$ cat src/rtl/uart_pkg.sv
// Shared UART definitions: frame FSM states, line levels and frame length helper.
// Imported by the transmitter and its bit-period counter.
package uart_pkg;

  typedef enum logic [2:0] {
    IDLE   = 3'd0,
    START  = 3'd1,
    DATA   = 3'd2,
    PARITY = 3'd3,
    STOP   = 3'd4
  } state_t;

  localparam logic START_BIT  = 1'b0;
  localparam logic STOP_BIT   = 1'b1;
  localparam logic IDLE_LEVEL = 1'b1;

  // Bits on the wire per frame: start + data + parity + stop.
  function automatic int FRAME_BITS(input int data_bits);
    return data_bits + 3;
  endfunction

endpackage

$ cat src/rtl/uart_baud_tick.sv
// Bit-period counter for the UART transmitter.
// Ports:
//   clk   - clock (rising edge)
//   reset - asynchronous, active-high
//   clear - restart the bit period (asserted on a frame accept)
//   tick  - high during the last clock of each bit period
module uart_baud_tick #(
  parameter int CLKS_PER_BIT = 1
) (
  input  logic clk,
  input  logic reset,
  input  logic clear,
  output logic tick
);

  localparam int            CW   = $clog2(CLKS_PER_BIT) + 1;
  localparam logic [CW-1:0] LAST = CW'(CLKS_PER_BIT - 1);

  logic [CW-1:0] cnt;

  // Free-running while idle; clear aligns the first period to the accepting edge.
  always_ff @(posedge clk or posedge reset) begin
    if (reset)                    cnt <= '0;
    else if (clear || cnt == LAST) cnt <= '0;
    else                          cnt <= cnt + CW'(1);
  end

  assign tick = (cnt == LAST);

endmodule

$ cat src/rtl/uart_parity_tx.sv
// Parity UART transmitter: start(0), DATA_BITS data LSB first, parity, stop(1).
// Ports:
//   clk, reset          - clock, asynchronous active-high reset
//   tx_data, tx_valid   - word offered for transmission
//   tx_ready            - word accepted on this edge if tx_valid
//   tx                  - registered serial line, idles high
//   busy                - frame in flight
//   done                - pulse during the last clock of the stop bit
module uart_parity_tx
  import uart_pkg::*;
#(
  parameter int DATA_BITS    = 4,
  parameter int CLKS_PER_BIT = 1,
  parameter int PARITY_ODD   = 0
) (
  input  logic                 clk,
  input  logic                 reset,
  input  logic [DATA_BITS-1:0] tx_data,
  input  logic                 tx_valid,
  output logic                 tx_ready,
  output logic                 tx,
  output logic                 busy,
  output logic                 done
);

  localparam int            BW       = $clog2(DATA_BITS) + 1;
  localparam logic [BW-1:0] LAST_IDX = BW'(DATA_BITS - 1);
  localparam logic          ODD_BIT  = (PARITY_ODD != 0);

  state_t               state;
  logic [DATA_BITS-1:0] shift;
  logic [DATA_BITS-1:0] shift_nx;
  logic [BW-1:0]        bit_idx;
  logic                 par;
  logic                 tick;
  logic                 last_stop;
  logic                 accept;

  uart_baud_tick #(.CLKS_PER_BIT(CLKS_PER_BIT)) u_tick (
    .clk   (clk),
    .reset (reset),
    .clear (accept),
    .tick  (tick)
  );

  // Ready in the final stop clock lets a new frame start with no idle gap.
  assign last_stop = (state == STOP) && tick;
  assign tx_ready  = (state == IDLE) || last_stop;
  assign accept    = tx_valid && tx_ready;
  assign busy      = (state != IDLE);
  assign done      = last_stop;
  assign shift_nx  = shift >> 1;

  // tx is computed as the next-bit value so it changes on the boundary edge itself.
  always_ff @(posedge clk or posedge reset) begin
    if (reset) begin
      state   <= IDLE;
      tx      <= IDLE_LEVEL;
      shift   <= '0;
      bit_idx <= '0;
      par     <= 1'b0;
    end else if (accept) begin
      state   <= START;
      tx      <= START_BIT;
      shift   <= tx_data;
      bit_idx <= '0;
      par     <= (^tx_data) ^ ODD_BIT;
    end else begin
      case (state)
        IDLE: tx <= IDLE_LEVEL;
        START: if (tick) begin
          state   <= DATA;
          tx      <= shift[0];
          bit_idx <= '0;
        end
        DATA: if (tick) begin
          shift <= shift_nx;
          if (bit_idx == LAST_IDX) begin
            state <= PARITY;
            tx    <= par;
          end else begin
            bit_idx <= bit_idx + BW'(1);
            tx      <= shift_nx[0];
          end
        end
        PARITY: if (tick) begin
          state <= STOP;
          tx    <= STOP_BIT;
        end
        STOP: if (tick) begin
          state <= IDLE;
          tx    <= IDLE_LEVEL;
        end
        default: begin
          state <= IDLE;
          tx    <= IDLE_LEVEL;
        end
      endcase
    end
  end

endmodule

$ cat config.mk
export PLATFORM = sky130hd
export DESIGN_NAME = uart_parity_tx
export DESIGN_NICKNAME = d
export VERILOG_FILES = /design/src/rtl/uart_pkg.sv /design/src/rtl/uart_baud_tick.sv /design/src/rtl/uart_parity_tx.sv
export SDC_FILE = /design/constraint.sdc
export NUM_CORES = 1
export LEC_CHECK = 0
export CAP_MARGIN = 20
export CORE_ASPECT_RATIO = 1.4
export CORE_MARGIN = 3
export CORE_UTILIZATION = 35
export DETAILED_ROUTE_END_ITERATION = 7
export GPL_TIMING_DRIVEN = 0
export SYNTH_ARGS = -nofsm -noshare
export SYNTH_HDL_FRONTEND = slang
export SYNTH_SLANG_ARGS = --single-unit
$ cat constraint.sdc
create_clock -name clk -period 2.27 [get_ports clk]
set_input_delay 0.3405 -clock clk [delete_from_list [all_inputs] [get_ports clk]]
set_output_delay 0.3405 -clock clk [all_outputs]
set_load 0.05 [all_outputs]
# Yosys cells after proc, flatten, opt, wreduce, memory -nomap -nowiden
# Cells that the tools add are included.
[word_totals]
reg_bits = 13
in_bits = 7
output_inout_bits = 4
wordCells = 58
[op_classes]
n_addsub = 2
n_eq_ne = 14
n_mux = 21
bitwise_logic = 1
reduce_logical = 14
[op_table]
columns = ["cell", "count"]
rows = [
  ["$mux W3", 9],
  ["$ne A3 B2 Y1 const B", 7],
  ["$pmux W3 S5", 1],
  ["$mux W4", 3],
  ["$eq A3 B2 Y1 const B", 3],
  ["$mux W1", 6],
  ["$pmux W3 S2", 1],
  ["$reduce_and A6 Y1", 1],
  ["$reduce_bool A3 Y1", 2],
  ["$ne A2 B1 Y1 const B", 2],
  ["$reduce_and A4 Y1", 1],
  ["$reduce_xor A4 Y1", 1],
  ["$add A3 B1 Y3 const B", 1],
  ["$eq A3 B1 Y1 const B", 1],
  ["$eq A3 B3 Y1 const B", 1],
  ["$logic_not A3 Y1", 1],
  ["$pmux W1 S3", 1],
  ["$reduce_and A3 Y1", 1],
  ["$logic_and A1 B1 Y1", 2],
  ["$logic_or A1 B1 Y1", 2],
  ["$reduce_and A2 Y1", 1],
  ["$reduce_bool A2 Y1", 1],
  ["$reduce_or A2 Y1", 1],
  ["$add A1 B1 Y1 const B", 1],
  ["$not A1 Y1", 1],
]

# Depth between registers and ports, before layout
[logic_depth]
depth_word = 6
mapped_depth = 6
mapped_depth_nobuf = 6

# Cells and area by module
# Synthesis repeated with hierarchy kept, for this count alone.
[unflattened]
hier_cells = 87
hier_area_um2 = 824.5
[by_module_without_submodules]
columns = ["module", "n_inst", "cells_per_inst", "area_each_um2", "seq_area_each_um2"]
rows = [
  ["uart_parity_tx", 1, 83, 788.3, 301.5],
  ["uart_baud_tick", 1, 4, 36.3, 25.0],
]

# Least setup slack after synthesis
# Ideal clock, no wire load.
[synth_timing]
path_type = "register to output"
from = "register state[0]"
to = "output done"
arrival_time_ns = 2.280
required_time_ns = 1.929
setup_slack_ns = -0.350
path_stages_with_launch = 3
n_path_buf = 1
path_cell_list = "dfrtp_1 > buf_2 > nor4b_1"
[synth_via]
elab_chain_cells = 2
[synth_lines]
columns = ["element", "line", "text"]
rows = [
  ["start, declared", "uart_parity_tx.sv:30", "state_t state;"],
  ["start signal, assigned", "uart_parity_tx.sv:57", "state <= IDLE;"],
  ["start signal, assigned", "uart_parity_tx.sv:63", "state <= START;"],
  ["start signal, assigned", "uart_parity_tx.sv:72", "state <= DATA;"],
  ["$eq A3 B3 Y1", "uart_parity_tx.sv:47", "assign last_stop = (state == STOP) && tick;"],
  ["$logic_and A1 B1 Y1", "uart_parity_tx.sv:47", ""],
  ["end, declared", "uart_parity_tx.sv:23", "output logic done"],
]
# Every way passes these cells.

# Final worst setup path
# Same ends and word-level chain as after synthesis.

==> metrics.txt <==
vias in the first global route 600; Critical Path Slowest Stage Cell dlygate4sd2_1; GP Congestion 0.766; CP bufs+invs 2; FILL cells 220; Finished Cell Area 983 um^2; CTS max path bufs 2; number of buffers created by CTS 3; final hold vios 0; 1st-pass router iterations 4; share of the synthesized area in the top cell type 0.365; Max Slew Vio Count 0; fmax 476 MHz; Max-Cap Viols 0; Crit. End Element output port; Synth cell types 36; Post-Route Setup TNS 0 ns; crit-path max cell delay 0.55 ns; gr ovfl total 0; DIE AREA 2980 um^2; Hold Path Class primary input to async pin; post-detail-place hpwl 1110 um; first-pass GRT wire length 2620 um; CP top delay family buffers and inverters; post-CTS setup repair buffer count 0; Remaining DRCs 0; RSZ-0062 raised after global routing false; Power Density 1290 nW/um^2; Commonest cells post-synth dfrtp_1, inv_1, xnor2_1; most frequent cell after synthesis dfrtp_1; Yosys warnings 0; Tmin final 2.10 ns; Overall Power 0.00127 W; WS Path Type flip-flop to output port; Via density 5.12; Top Ports 11; CP Depth 3; clock sink count 13; status completed; Leak roughly 0.45 nW; Cell Rows 20; drt total wl 1420 um; Synth area leaders dfrtp_1, mux2_4, xnor2_1, mux2_1, dfstp_2; main flop type after synthesis dfrtp_1; Worst R2R Setup Slack 0.63 ns; Critical Path RT 1.93 ns; Die W 47.0 um; drt wl/cell 12.4 um; Initial Util 0.374; Mapped Cells 78; core area 2200 um^2; Arr. time, crit path 1.76 ns; DRT iter0 DRCs 6; register area share after synthesis 0.397; peak supply drop roughly 0.61 mV; Async SR Flop Fraction 1.00; via count of the routed design 584; CP Max Fanout 10; worst-skew pair later-pin latency 0.27 ns; largest net degree at the start of global routing 14; initial antenna violation count 0; H-tree depth 1; Startpoint Class flip-flop; Resized cells post-CTS 2; final antenna diode count 0; Post-DRT Antenna Nets 0; CTS tree done; Reg2Reg Depth 5; share of cells above drive strength 1 0.239; CTS Hold Bufs 0; total track usage 0.118; area grow syn2layout 19.5%; Avg Synthesized Cell Area 10.6 um^2; Post-DP Area 957 um^2; clk slew on worst S/H paths 0.08 ns; critical path cell sequence buf_2 -> nor4b_2 -> dlygate4sd2_1; Post-synth EDFFs 0; area leader, netlist dfrtp_1; CTS Root Cell clkbuf_4; IO buf count 10; synthesized area ~800 um^2; Yosys reg bits 13; die span in y 63.4 um; Nets 102; Clock Skew ~0.0011 ns; Setup-failing EPs final 0; Mapped Nets 87; Final Cycle Share 0.925
==> cell usage in the layout (no fill, tap or decap), types with 3 or more instances in the layout <==
| master | count |
|---|---|
| mux2_4 | 3 |
| dfrtp_1 | 12 |
| inv_1 | 6 |
| mux2_1 | 3 |
| nand2b_1 | 3 |
| nand3_1 | 3 |
| xnor2_1 | 4 |
| nor2_1 | 3 |
| o21ai_0 | 3 |
| clkbuf_4 | 3 |
| clkdlybuf4s50_1 | 7 |
| buf_2 | 3 |
| nand2_1 | 3 |
==> cell families (layout without fill, tap and decap cells) <==
| family | after synthesis | in the layout | synth area share |
|---|---|---|---|
| buffers and inverters | 10 | 24 | 0.0593 |
| adder cells (fa/ha/maj) | 2 | 2 | 0.0304 |
| multiplexers | 8 | 8 | 0.122 |
| other | 1 | 1 | 0.00455 |
| AO/OA/AOI/OAI | 16 | 16 | 0.163 |
| AND/OR/NAND/NOR | 24 | 24 | 0.182 |
| flip-flops | 13 | 13 | 0.397 |
| XOR/XNOR | 4 | 4 | 0.0425 |
==> layer usage <==
metal	routed length, um	GRT usage	up-vias	part of all wire
li1	-	-	298	-
met5	0	0	-	0
met3	54	0.0171	2	0.038
met1	652	0.157	274	0.46
met2	704	0.182	10	0.50
met4	4	0.0519	0	0.0028
==> layout make-up <==
type                       instances  area, um^2  area share
multi-input combinational         55         454       0.462
sequential                        13         327       0.332
timing repair buffer              10         100       0.102
tap                               22        27.5      0.0280
clock buffer                       4        26.3      0.0267
buffer                             4        26.3      0.0267
inverter                           6        22.5      0.0229
==> stage by stage <==
stage | hold WS [ns] | setup slack [ns] | std cells | utilization
detailed placement | 0.476 | 0.167 | 110 | 0.435
CTS | 0.411 | 0.0678 | 114 | 0.445
global placement | 0.463 | 0.177 | 110 | 0.435
floorplan | 0.217 | 0.344 | 78 | -
finish | 0.397 | 0.170 | 114 | 0.447
global route | 0.450 | 0.0744 | 114 | 0.447
==> path summary, 6_finish.rpt <==
path / to / startpoint
worst max register to register: shift[1]$_DFFE_PP0P_ / state[1]$_DFFE_PP0P_
worst max-delay path: done / state[0]$_DFFE_PP0P_
max in group asynchronous: tx$_DFFE_PP1P_ / reset
worst min register to register: tx$_DFFE_PP1P_ / tx$_DFFE_PP1P_
min in group clk: tx$_DFFE_PP1P_ / tx$_DFFE_PP1P_
worst min-delay path: bit_idx[0]$_DFFE_PP0P_ / reset
==> report_power, final <==
part           switching [W]  internal, W  total, W  leakage, nW
Clock              0.0000705    0.0000680  0.000138       0.0150
Sequential         0.0000732     0.000327  0.000401        0.164
Combinational       0.000389     0.000344  0.000733        0.267
Total               0.000533     0.000739   0.00127        0.446
==> registers in the layout (all words and copies together), names as in the netlist <==
signal and flops:
shift 4, state 3, bit_idx 3, par 1, tx 1, u_tick.cnt 1
==> worst reg2reg max path: stages (launching register included) <==
cell	delay, ns
dfrtp_1	0.44
buf_6	0.17
or2b_4	0.28
a21oi_2	0.16
o21ba_4	0.19
mux2_4	0.30
No activity file was read; power rests on OpenSTA's default activity.
